==> config.mk <==
export PLATFORM = sky130hd
export DESIGN_NAME = mpu_row_feeder
export DESIGN_NICKNAME = d
export VERILOG_FILES = /design/src/rtl/mpu_row_feeder.sv
export SDC_FILE = /design/constraint.sdc
export NUM_CORES = 1
export LEC_CHECK = 0
export ABC_AREA = 1
export CAP_MARGIN = 25
export CORE_ASPECT_RATIO = 0.75
export CORE_MARGIN = 2
export CORE_UTILIZATION = 61
export CTS_BUF_LIST = sky130_fd_sc_hd__clkbuf_4 sky130_fd_sc_hd__clkbuf_8
export DETAILED_ROUTE_END_ITERATION = 8
export GPL_TIMING_DRIVEN = 0
export PLACE_DENSITY = 0.82
export SLEW_MARGIN = 30
export SYNTH_ARGS = -nofsm -noshare
export SYNTH_HDL_FRONTEND = slang
export SYNTH_SLANG_ARGS = --single-unit
==> constraint.sdc <==
create_clock -name clk -period 4.9 [get_ports clk]
set_input_delay 1.225 -clock clk [delete_from_list [all_inputs] [get_ports clk]]
set_output_delay 1.225 -clock clk [all_outputs]
set_load 0.02 [all_outputs]
==> src/rtl/mpu_row_feeder.sv <==
// Edge feeder for one row of the MPU systolic array: buffers float operands in a small
// FIFO and, after a per-row skew delay, streams a fixed count of them into a PE.
module mpu_row_feeder #(
    parameter int DEPTH = 8,
    parameter int SKEW  = 0,
    parameter int LEN_W = 5
) (
    input  logic                     clk,
    input  logic                     rst,
    input  logic [31:0]              load_data,
    input  logic                     load_valid,
    output logic                     load_ready,
    input  logic                     start,
    input  logic [LEN_W-1:0]         length,
    output logic [31:0]              float_out,
    output logic                     ready_out,
    input  logic                     ack_in,
    output logic                     busy,
    output logic                     done,
    output logic                     error_out,
    output logic [$clog2(DEPTH):0]   fill
);

    localparam int PTR_W  = $clog2(DEPTH);
    localparam int CNT_W  = PTR_W + 1;
    localparam int SKEW_W = (SKEW > 1) ? $clog2(SKEW) : 1;
    localparam logic [SKEW_W-1:0] SKEW_LOAD = (SKEW > 0) ? SKEW_W'(SKEW - 1) : '0;

    typedef enum logic [1:0] {
        S_IDLE,
        S_SKEW_WAIT,
        S_STREAM,
        S_DONE
    } state_t;

    localparam state_t FIRST_STATE = (SKEW > 0) ? S_SKEW_WAIT : S_STREAM;

    state_t              state, state_next;
    logic [LEN_W-1:0]    remaining, remaining_next;
    logic [SKEW_W-1:0]   skew_cnt, skew_next;

    logic [31:0]         mem [DEPTH];
    logic [PTR_W-1:0]    wptr, rptr, rptr_next;
    logic [CNT_W-1:0]    count, count_next, count_after_pop;
    logic                armed;
    logic                push, pop;
    logic [31:0]         head_next;

    logic                ready_q, ready_next;
    logic [31:0]         data_q, data_next;
    logic                error_q;

    always_comb begin
        push            = load_valid && load_ready;
        pop             = ready_q && ack_in;
        rptr_next       = rptr + PTR_W'(pop);
        count_after_pop = count - CNT_W'(pop);
        count_next      = count_after_pop + CNT_W'(push);
        // When the FIFO drains to nothing this cycle, the incoming word becomes the new head.
        head_next       = (count_after_pop == '0) ? load_data : mem[rptr_next];
    end

    always_comb begin
        state_next     = state;
        remaining_next = remaining;
        skew_next      = skew_cnt;
        case (state)
            S_IDLE: begin
                if (start) begin
                    remaining_next = length;
                    skew_next      = SKEW_LOAD;
                    state_next     = (length == '0) ? S_DONE : FIRST_STATE;
                end
            end
            S_SKEW_WAIT: begin
                if (skew_cnt == '0) state_next = S_STREAM;
                else                skew_next  = skew_cnt - 1'b1;
            end
            S_STREAM: begin
                if (pop) begin
                    remaining_next = remaining - 1'b1;
                    if (remaining == LEN_W'(1)) state_next = S_DONE;
                end
            end
            S_DONE:  state_next = S_IDLE;
            default: state_next = S_IDLE;
        endcase
    end

    // The head register is reloaded every cycle, so a stalled PE sees a stable word.
    always_comb begin
        ready_next = (state == S_STREAM) && (state_next == S_STREAM) && (count_next != '0);
        data_next  = ready_next ? head_next : '0;
    end

    // NOTE: operand storage has no reset; emptiness is tracked by count, and float_out is
    // driven from a separately reset head register, so stale entries are never visible.
    always_ff @(posedge clk) begin
        if (push) mem[wptr] <= load_data;
    end

    always_ff @(posedge clk or negedge rst) begin
        if (!rst) begin
            state     <= S_IDLE;
            remaining <= '0;
            skew_cnt  <= '0;
            wptr      <= '0;
            rptr      <= '0;
            count     <= '0;
            armed     <= 1'b0;
            ready_q   <= 1'b0;
            data_q    <= '0;
            error_q   <= 1'b0;
        end else begin
            state     <= state_next;
            remaining <= remaining_next;
            skew_cnt  <= skew_next;
            wptr      <= wptr + PTR_W'(push);
            rptr      <= rptr_next;
            count     <= count_next;
            armed     <= 1'b1;
            ready_q   <= ready_next;
            data_q    <= data_next;
            error_q   <= start && ((state == S_SKEW_WAIT) || (state == S_STREAM));
        end
    end

    assign load_ready = armed && (count != CNT_W'(DEPTH));
    assign float_out  = data_q;
    assign ready_out  = ready_q;
    assign busy       = (state == S_SKEW_WAIT) || (state == S_STREAM);
    assign done       = (state == S_DONE);
    assign error_out  = error_q;
    assign fill       = count;

endmodule
==> Yosys cells after proc, flatten, opt, wreduce, memory -nomap -nowiden <==
Memory sizes are Yosys's and may differ from the RTL's.
Cells that the tools add are included.
{ "word_totals": {"output_inout_bits": 41, "mem_bits_ro": 0, "latchBits": 0, "ramBits": 256, "register_bits": 53, "wordCells": 56, "n_memories": 1} }
{ "mem_list": {"columns": ["memory", "depth", "word_bits", "read_ports", "rd_clocked_by_memory_dff", "write_ports", "line_no", "source"], "rows": [
  ["mem", 8, 32, 1, 0, 1, "42", "logic [31:0] mem [DEPTH];"]
]} }
{ "op_classes": {"n_eq_ne": 8, "n_addsub": 6, "mul": 0, "bitwise": 0, "mux": 16, "n_shift": 0, "div": 0, "reduce_logical": 15, "n_lt_le_gt_ge": 0} }
{ "ops": {"columns": ["operator", "count"], "rows": [
  ["$mux 32", 2],
  ["$mux 5", 2],
  ["$pmux 5 s2", 1],
  ["$mux 2", 4],
  ["$pmux 2 s4", 1],
  ["$add 3x1->3", 2],
  ["$eq 2x2->1 const B", 3],
  ["$logic_and 1x1->1", 6],
  ["$eq 5x1->1 const B", 1],
  ["$logic_not 5->1", 1],
  ["$mux 1", 5],
  ["$sub 5x1->5 const B", 1],
  ["$add 4x1->4", 1],
  ["$logic_not 4->1", 1],
  ["$ne 2x2->1 const B", 2],
  ["$ne 4x4->1 const B", 1],
  ["$reduce_bool 2->1", 2],
  ["$reduce_bool 4->1", 1],
  ["$sub 4x1->4", 1],
  ["$reduce_and 3->1", 1],
  ["$eq 2x1->1 const B", 1],
  ["$logic_not 2->1", 1],
  ["$pmux 1 s2", 1],
  ["$reduce_and 2->1", 1],
  ["2 further kinds", 2]
]} }

==> Depth between registers and ports, before layout <==
Gate-level depths: netlist of run 1.
{ "logic_depth": {"ltp_word": 8, "mapped_depth": 15, "mapped_depth_nobuf": 14} }

==> Worst setup path before layout of run 1 <==
Ideal clock, no wire load.
{ "synth_timing": {"kind": "input-to-reg", "from": "in load_valid", "to": "mem mem[6][0] (enable)", "arrival_time_ns": 3.630, "cell_stages": 2, "path_buffers": 0, "setup_slack_ns": 0.809, "path_cell_list": "nand2_1 -> nor3_1"} }
{ "synth_between": {"elab_chain_len": 3} }
{ "synth_rtl": {"columns": ["item", "line_no", "source"], "rows": [
  ["from (decl)", "11", "input logic load_valid,"],
  ["$logic_and 1x1->1", "54", "push = load_valid && load_ready;"],
  ["$mux 1", "99", "if (push) mem[wptr] <= load_data;"],
  ["$mux 1 (implied by the code)", "99", null],
  ["to (decl)", "42", null]
]} }
Every way passes these cells.

==> Worst setup path after layout of run 1 <==
{ "layout_timing": {"from": "in ack_in", "to": "reg data_q[16], in the netlist float_out[16]"} }
{ "layout_rtl": {"columns": ["item", "line_no", "source"], "rows": [
  ["from (decl)", "17", "input logic ack_in,"],
  ["$logic_and 1x1->1", "55", "pop = ready_q && ack_in;"],
  ["$sub 4x1->4", "57", "count_after_pop = count - CNT_W'(pop);"],
  ["$add 4x1->4", "58", "count_next = count_after_pop + CNT_W'(push);"],
  ["net count_next[1]", "44", "logic [CNT_W-1:0] count, count_next, count_after_pop;"],
  ["$reduce_bool 4->1", "92", "ready_next = (state == S_STREAM) && (state_next == S_STREAM) && (count_next != '0);"],
  ["$logic_and 1x1->1", "92", null],
  ["$mux 32", "93", "data_next = ready_next ? head_next : '0;"],
  ["net data_next[16]", "50", "logic [31:0] data_q, data_next;"],
  ["to (signal assigned)", "123", "data_q <= data_next;"],
  ["to (decl)", "50", null]
]} }
The timed path passes the listed nets, and every way through them passes these cells.
A chain may end at the register's enable or synchronous reset.

==> qor_table.md, run 1 <==
| Metric | Value | Unit |
| --- | --- | --- |
| Run status | finished clean | - |
| DP Area | 0.0141 | sq mm |
| Synth-to-Final Area Change | 19.5 | % |
| Synth Instances | 1,081 | - |
| Synth Register Bits | 308 | - |
| Number of nets with antenna violations after routing | 0 | - |
| Shortest period the worst path allows | 3.41 | ns |
| Slack of the critical path | 1.49 | ns |
| Level count of the clock H-tree | 2 | - |
| Remaining DRCs | 0 | - |
| CTS resizes | 0 | - |
| Slowest Stage Delay on Critical Path | 0.41 | ns |
| Average wire per cell in the routed design | 20.1 | microns |
| Worst-path fanout max | 10 | - |
| DRT met1 WL | 12,100 | microns |
| Fraction of layout cells with a size suffix above 1 | 13.8 | % |
| Critical path buffers and inverters | 4 | - |
| Clk sink count | 308 | - |
| Max rail drop VDD | 0.350 | mV |
| Final estimated routing congestion in global placement | 0.801 | - |
| Static leakage | 0.00596 | uW |
| Port Buffer Count | 82 | - |
| Post-Syn Area per Cell | 11.6 | sq um |
| Worst skew pair latency | 0.56 | ns |
| Post-Route Setup TNS | 0 | ns |
| Number of standard cells in the layout, taps in and fillers out | 1,543 | - |
| Top-level port count | 83 | - |
| TritonCTS clock tree | done | - |
| Standard-cell rows | 45 | - |
| Largest clock skew in the final design | 0.0217 | ns |
| Layout fillers | 1,296 | - |
| Predominant post-synthesis flop cell | sky130_fd_sc_hd__edfxtp_1 | - |
| Drt via density | 5.80 | - |
| Post-synthesis net count | 1,136 | - |
| Total overflow reported by the global router | 0 | - |
| Die height | 128 | microns |
| Category of the most critical setup path | input pin to flip-flop | - |
| Die width | 170 | microns |
| Vias in the first global route | 8,844 | - |
| Tightest Hold Check Type | flip-flop to flip-flop | - |
| Post-Syn Area | 0.0126 | sq mm |
| Number of warning messages in the yosys log | 0 | - |
| Final clock period utilization by the worst path | 69.6 | % |
| Nets | 1,302 | - |
| Setup crit start kind | input pin | - |
| Power per Cell Area | 689 | mW/mm^2 |
| DRC marker count from the first detailed-route iteration | 1,234 | - |
| Gate family responsible for the most delay along the worst path | simple AND/OR/NAND/NOR gates | - |
| Critical Path End Type | flip-flop | - |
| Post-CTS Hold Buffers | 0 | - |
| Maximum count of clock buffers along a single path | 3 | - |
| First drt pass iteration count | 5 | - |
| CTS Buf Count | 46 | - |
| EDFF count, synth | 256 | - |
| Effective utilization at floorplan | 62.2 | % |
| Slew at the pin closest to its max-slew limit | 0.774 | ns |
| Synth cell types | 28 | - |
| Global-route total usage across every layer | 29.1 | % |
| Achievable Freq | 293 | MHz |
| Detail Placement HPWL | 20,600 | microns |
| Via total after detailed routing | 8,942 | - |
| Initial antenna violation count | 0 | - |
| Placed instance count | 1,457 | - |
| Count of maximum capacitance violations | 0 | - |
| Post-detailed-routing wire length | 31,000 | microns |
| Endpoints failing hold | 0 | - |
| Wire length of the first global-routing pass | 47,800 | microns |
| Required @ worst endpoint | 5.33 | ns |
| Uppermost layer routed | met4 | - |
| Routed wl met2 | 15,100 | microns |
| Cell-by-cell trace of the critical path | clkdlybuf4s50_1 -> nand2_1 -> inv_1 -> ha_1 -> inv_1 -> ha_1 -> ha_1 -> or2_2 -> nor2_1 -> nand2_1 -> nand2_1 -> buf_4 -> nor2_1 | - |
| Final std cell area, no fill | 0.0150 | sq mm |
| Count of buffers added by post-CTS timing repair for setup | 0 | - |
| Crit path arrival time | 3.84 | ns |
| Area of the core | 0.0202 | sq mm |
| Number of pins exceeding their max-slew limit in the final report | 0 | - |
| Pre-CTS WS | 0.952 | ns |
| Area of the die | 0.0218 | sq mm |
| RSZ-0062 raised after global routing | no | - |
| Max stage delay cell, worst path | sky130_fd_sc_hd__clkdlybuf4s50_1 | - |
| Fraction of registers with async set/reset | 16.9 | % |
| Met3 Wirelength | 3180 | microns |
| Cell at the root of the clock tree | sky130_fd_sc_hd__clkbuf_8 | - |
| Relative slew slack | 48.1 | % |
| Largest net degree at the start of global routing | 32 | - |
| Clock slew seen by the registers of the worst setup and hold paths | 0.06 | ns |
| Inserted Diodes | 0 | - |
| Proportion of synthesized chip area in sequential cells | 71.5 | % |
| Setup Viol. Count Final | 0 | - |
[sequential cells by signal, indices dropped and copies added (netlist names)]
name and count:
ready_out 1, error_out 1, fill 4, armed 1, mem 256, float_out 32, state 2, wptr 3
rptr 3, remaining 5
[path summary, 6_finish.rpt]
| kind | startpoint | endpoint | slack (ns) | cells after the start |
|---|---|---|---|---|
| min in group asynchronous | rst | float_out[4] | 0.56 | 1 |
| setup / recovery | ack_in | float_out[16] | 1.49 | 13 |
| hold reg to reg | wptr[2] | wptr[2] | 0.53 | 1 |
| setup reg to reg | fill[2] | float_out[16] | 1.84 | 12 |
| hold / removal | wptr[2] | wptr[2] | 0.53 | 1 |
| max in group asynchronous | rst | float_out[17] | 3.85 | 2 |
[power by group]
group	total (uW)	leakage, uW	switching [uW]	internal [uW]
Combinational	4860	0.00248	3330	1530
Clock	2130	0.000511	964	1160
Sequential	3360	0.00296	125	3230
[routing by layer]
metal	track usage [%]	up-vias
met3	5.53	64
li1	-	4094
met1	39.8	4253
met2	48.2	531
met4	9.75	0
met5	0	-
[synthesized netlist by cell type (2+ instances only)]
master,number,area [sq um]
sky130_fd_sc_hd__a21oi_1,4,20.0
sky130_fd_sc_hd__a31oi_1,2,12.5
sky130_fd_sc_hd__buf_1,7,26.3
sky130_fd_sc_hd__buf_2,42,210
sky130_fd_sc_hd__buf_4,3,22.5
sky130_fd_sc_hd__clkbuf_1,8,30.0
sky130_fd_sc_hd__dfrtp_1,52,1300
sky130_fd_sc_hd__edfxtp_1,256,7690
sky130_fd_sc_hd__ha_1,13,163
sky130_fd_sc_hd__inv_1,33,124
sky130_fd_sc_hd__inv_2,2,7.51
sky130_fd_sc_hd__nand2_1,330,1240
sky130_fd_sc_hd__nand3_1,228,1140
sky130_fd_sc_hd__nand3b_1,33,248
sky130_fd_sc_hd__nor2_1,38,143
sky130_fd_sc_hd__nor3_1,9,45.0
sky130_fd_sc_hd__o21ai_0,8,40.0
sky130_fd_sc_hd__xor2_1,3,26.3
[cell families (layout without fill, tap and decap cells)]
family | count (synthesis) | in the layout | synth area share, %
DFF | 308 | 308 | 71.5
other | 1 | 1 | 0.0298
and+or+nand+nor | 643 | 643 | 22.7
xor gates and xnor gates | 5 | 5 | 0.408
buffers and inverters | 95 | 299 | 3.35
AOI/OAI and AO/OA | 16 | 16 | 0.687
adders and majority gates | 13 | 13 | 1.29
[final cells by class]
cell class	count	area, sq um	area share (%)
tap	258	323	2.15
timing repair buffer	118	1130	7.56
sequential	308	8990	59.9
clock inverter	11	46.3	0.308
buffer	60	289	1.93
clock buffer	75	901	6.00
inverter	35	131	0.875
multi-input combinational	678	3200	21.3
[cell usage in the layout (no fill, tap or decap), types with 2 or more instances in the layout]
cell	n
sky130_fd_sc_hd__nand2_1	330
sky130_fd_sc_hd__edfxtp_1	256
sky130_fd_sc_hd__nand3_1	228
sky130_fd_sc_hd__clkdlybuf4s50_1	81
sky130_fd_sc_hd__clkbuf_8	54
sky130_fd_sc_hd__dfrtp_1	52
sky130_fd_sc_hd__buf_2	42
sky130_fd_sc_hd__nor2_1	38
sky130_fd_sc_hd__inv_1	33
sky130_fd_sc_hd__nand3b_1	33
sky130_fd_sc_hd__buf_4	30
sky130_fd_sc_hd__clkbuf_4	21
sky130_fd_sc_hd__ha_1	13
sky130_fd_sc_hd__buf_6	9
sky130_fd_sc_hd__clkbuf_1	8
sky130_fd_sc_hd__nor3_2	8
sky130_fd_sc_hd__o21ai_0	8
sky130_fd_sc_hd__buf_1	7
sky130_fd_sc_hd__clkinv_1	7
sky130_fd_sc_hd__a21oi_1	4
sky130_fd_sc_hd__clkinv_2	4
sky130_fd_sc_hd__xor2_1	3
sky130_fd_sc_hd__a31oi_1	2
sky130_fd_sc_hd__inv_2	2
[stage by stage]
stage / utilization, % / total power, uW / hold slack [ns]
after floorplan: - / 6430 / 0.480
after global routing: 74.3 / 10900 / 0.565
after detailed placement: 69.6 / 8140 / 0.527
final: 74.3 / 10300 / 0.533
after CTS: 74.3 / 10300 / 0.536
after global placement: 67.8 / 7930 / 0.501
Note: power is estimated with default switching activity, not from simulation.
==> inputs of run 2 (changes only) <==
clock period = 3.2 ns   (was 4.9 ns; I/O delays follow)
==> run 2 against run 1 <==
  * Clock-buffer cell count did not move
  * Clock skew shrank 0.0033 ns
  * Sequential power rose by 53%
  * Global-route usage did not move
  * Setup slack worse by 1.3 ns
  * Combinational power rose by 53%
  * Sequential cell count unchanged
  * Critical path depth stayed put
==> qor_table.md, run 2 (synthesized netlist as in run 1, its figures left out) <==
| Metric | Value | Unit | Delta |
| --- | --- | --- | --- |
| Run status | finished clean | - |  |
| Crit path arrival time | 3.42 | ns | -0.42 ns |
| Clk sink count | 308 | - | unchanged |
| DRC marker count from the first detailed-route iteration | 1,235 | - | +0.081% |
| Final estimated routing congestion in global placement | 0.801 | - | unchanged |
| Inserted Diodes | 0 | - | unchanged |
| Via total after detailed routing | 9,014 | - | +0.81% |
| Area of the core | 0.0202 | sq mm | unchanged |
| CTS Buf Count | 46 | - | unchanged |
| Standard-cell rows | 45 | - | unchanged |
| Largest register FFs | 256 | - | unchanged |
| Port Buffer Count | 82 | - | unchanged |
| Synth-to-Final Area Change | 19.5 | % | about the same |
| Global-route total usage across every layer | 29.1 | % | unchanged |
| Reg-to-reg startpoint | fill[2] | - |  |
| Max rail drop VDD | 0.536 | mV | +53% |
| Placed instance count | 1,457 | - | unchanged |
| Worst setup path endpoint | float_out[21] | - |  |
| Pre-CTS WS | -0.323 | ns | -1.28 ns |
| First drt pass iteration count | 6 | - | +1 |
| Top-level port count | 83 | - | unchanged |
| Largest net degree at the start of global routing | 32 | - | unchanged |
| Most frequent cells in the layout | sky130_fd_sc_hd__nand2_1 (329), sky130_fd_sc_hd__edfxtp_1 (256), sky130_fd_sc_hd__nand3_1 (228), sky130_fd_sc_hd__clkdlybuf4s50_1 (81), sky130_fd_sc_hd__clkbuf_8 (54) | - |  |
| Slew at the pin closest to its max-slew limit | 0.753 | ns | -0.0215 ns |
| Final clock period utilization by the worst path | 93.1 | % |  |
| Nets | 1,302 | - | unchanged |
| Count of buffers added by post-CTS timing repair for setup | 0 | - | unchanged |
| Number of standard cells in the layout, taps in and fillers out | 1,543 | - | unchanged |
| Number of nets with antenna violations after routing | 0 | - | unchanged |
| Critical Path End Type | flip-flop | - |  |
| Achievable Freq | 336 | MHz |  |
| Die height | 128 | microns | unchanged |
| Fraction of layout cells with a size suffix above 1 | 13.9 | % | +0.078 points |
| Cell at the root of the clock tree | sky130_fd_sc_hd__clkbuf_8 | - |  |
| Relative slew slack | 49.6 | % | +1.4 points |
| Initial antenna violation count | 0 | - | unchanged |
| Setup crit start kind | input pin | - |  |
| Count of maximum capacitance violations | 0 | - | unchanged |
| Detail Placement HPWL | 20,600 | microns | unchanged |
| Die width | 170 | microns | unchanged |
| Average wire per cell in the routed design | 20.1 | microns | about the same |
| Remaining DRCs | 0 | - | unchanged |
| Endpoints failing hold | 0 | - | unchanged |
| Power per Cell Area | 1060 | mW/mm^2 | +53% |
| Tightest Hold Check Type | input pin to asynchronous set/reset pin | - |  |
| Level count of the clock H-tree | 2 | - | unchanged |
| Drt via density | 5.84 | - | +0.81% |
| Worst skew pair latency | 0.56 | ns | about the same |
| Crit path from | ack_in | - |  |
| TritonCTS clock tree | done | - |  |
| Wire length of the first global-routing pass | 47,800 | microns | unchanged |
| Number of pins exceeding their max-slew limit in the final report | 0 | - | unchanged |
| Vias in the first global route | 8,844 | - | unchanged |
| End of the worst register-to-register path | float_out[21] | - |  |
| Slack of the critical path | 0.220 | ns | -1.27 ns |
| Effective utilization at floorplan | 62.2 | % | unchanged |
| Final hold slack | 0.137 | ns | -0.396 ns |
| Register-to-Register Setup Slack | 0.30 | ns | -1.54 ns |
| Final core utilization | 74.3 | % | about the same |
| Shortest period the worst path allows | 2.98 | ns |  |
| RSZ-0062 raised after global routing | no | - |  |
| Top register by number of flip-flops | mem | - |  |
| Largest clock skew in the final design | 0.0184 | ns | -0.00333 ns |
| Maximum count of clock buffers along a single path | 3 | - | unchanged |
| Worst r2r path cells | 12 | - | unchanged |
| Area of the die | 0.0218 | sq mm | unchanged |
| Most common cell after layout, fill and taps aside | sky130_fd_sc_hd__nand2_1 | - |  |
| Clock slew seen by the registers of the worst setup and hold paths | 0.06 | ns | about the same |
| Post-detailed-routing wire length | 31,000 | microns | about the same |
| Setup Viol. Count Final | 0 | - | unchanged |
| Total overflow reported by the global router | 0 | - | unchanged |
| Required @ worst endpoint | 3.64 | ns | -1.69 ns |
| Worst-path fanout max | 10 | - | unchanged |
| Post-Route Setup TNS | 0 | ns | unchanged |
| Category of the most critical setup path | input pin to flip-flop | - |  |
| Static leakage | 0.00596 | uW | about the same |
run 2: cell count changes in the layout (fill, tap and decap cells not counted):
cell,delta
sky130_fd_sc_hd__nand2_1,-1
sky130_fd_sc_hd__nand2_2,+1
run 2: power by group:
group          switching (uW)  internal, uW  total (uW)
Sequential                191          4950        5140
Clock                    1470          1780        3250
Combinational            5110          2340        7450
run 2: area by class of cell:
class	instances	area (sq um)
Buffer	60	289
Clock buffer	75	901
Clock inverter	11	46.3
Fill cell	1295	5200
Inverter	35	131
Multi-Input combinational cell	678	3200
Sequential cell	308	8990
Tap cell	258	323
Timing Repair Buffer	118	1130
run 2: how the worst min path moves through the flow:
stage	startpoint	to	depth (start not counted)	slack [ns]
global route	rst	float_out[4]	1	0.15
floorplan	wptr[2]	wptr[2]	1	0.48
global placement	wptr[2]	wptr[2]	1	0.50
CTS	rst	float_out[0]	1	0.13
finish	rst	float_out[4]	1	0.14
detailed placement	wptr[2]	wptr[2]	1	0.53
run 2: per-layer routing:
layer	GRT usage [%]	up-vias	wire, microns
li1	-	4094	-
met1	39.8	4316	11900
met2	48.2	539	15200
met3	5.53	65	3330
met4	9.75	0	653
met5	0	-	0
run 2: repair_timing:
item | 4_1_cts | 5_1_grt
setup endpoints to repair | 0 | 14
resized for setup | 0 | 1
hold buffers | 0 | 0
run 2: critical path, cell delays in order:
cell and delay, ns:
sky130_fd_sc_hd__clkdlybuf4s50_1 0.41, sky130_fd_sc_hd__nand2_1 0.13, sky130_fd_sc_hd__inv_1 0.07, sky130_fd_sc_hd__ha_1 0.29, sky130_fd_sc_hd__inv_1 0.05, sky130_fd_sc_hd__ha_1 0.21, sky130_fd_sc_hd__ha_1 0.31, sky130_fd_sc_hd__or2_2 0.30
sky130_fd_sc_hd__nor2_1 0.13, sky130_fd_sc_hd__nand2_1 0.07, sky130_fd_sc_hd__nand2_1 0.27, sky130_fd_sc_hd__buf_4 0.27, sky130_fd_sc_hd__nor2_1 0.09
run 2: metrics by stage:
| step | power (uW) | instance area [sq um] |
|---|---|---|
| after CTS | 15700 | 15000 |
| after floorplan | 9840 | 12600 |
| final | 15800 | 15000 |
| after global routing | 16700 | 15000 |
| after global placement | 12100 | 13700 |
| after detailed placement | 12500 | 14100 |
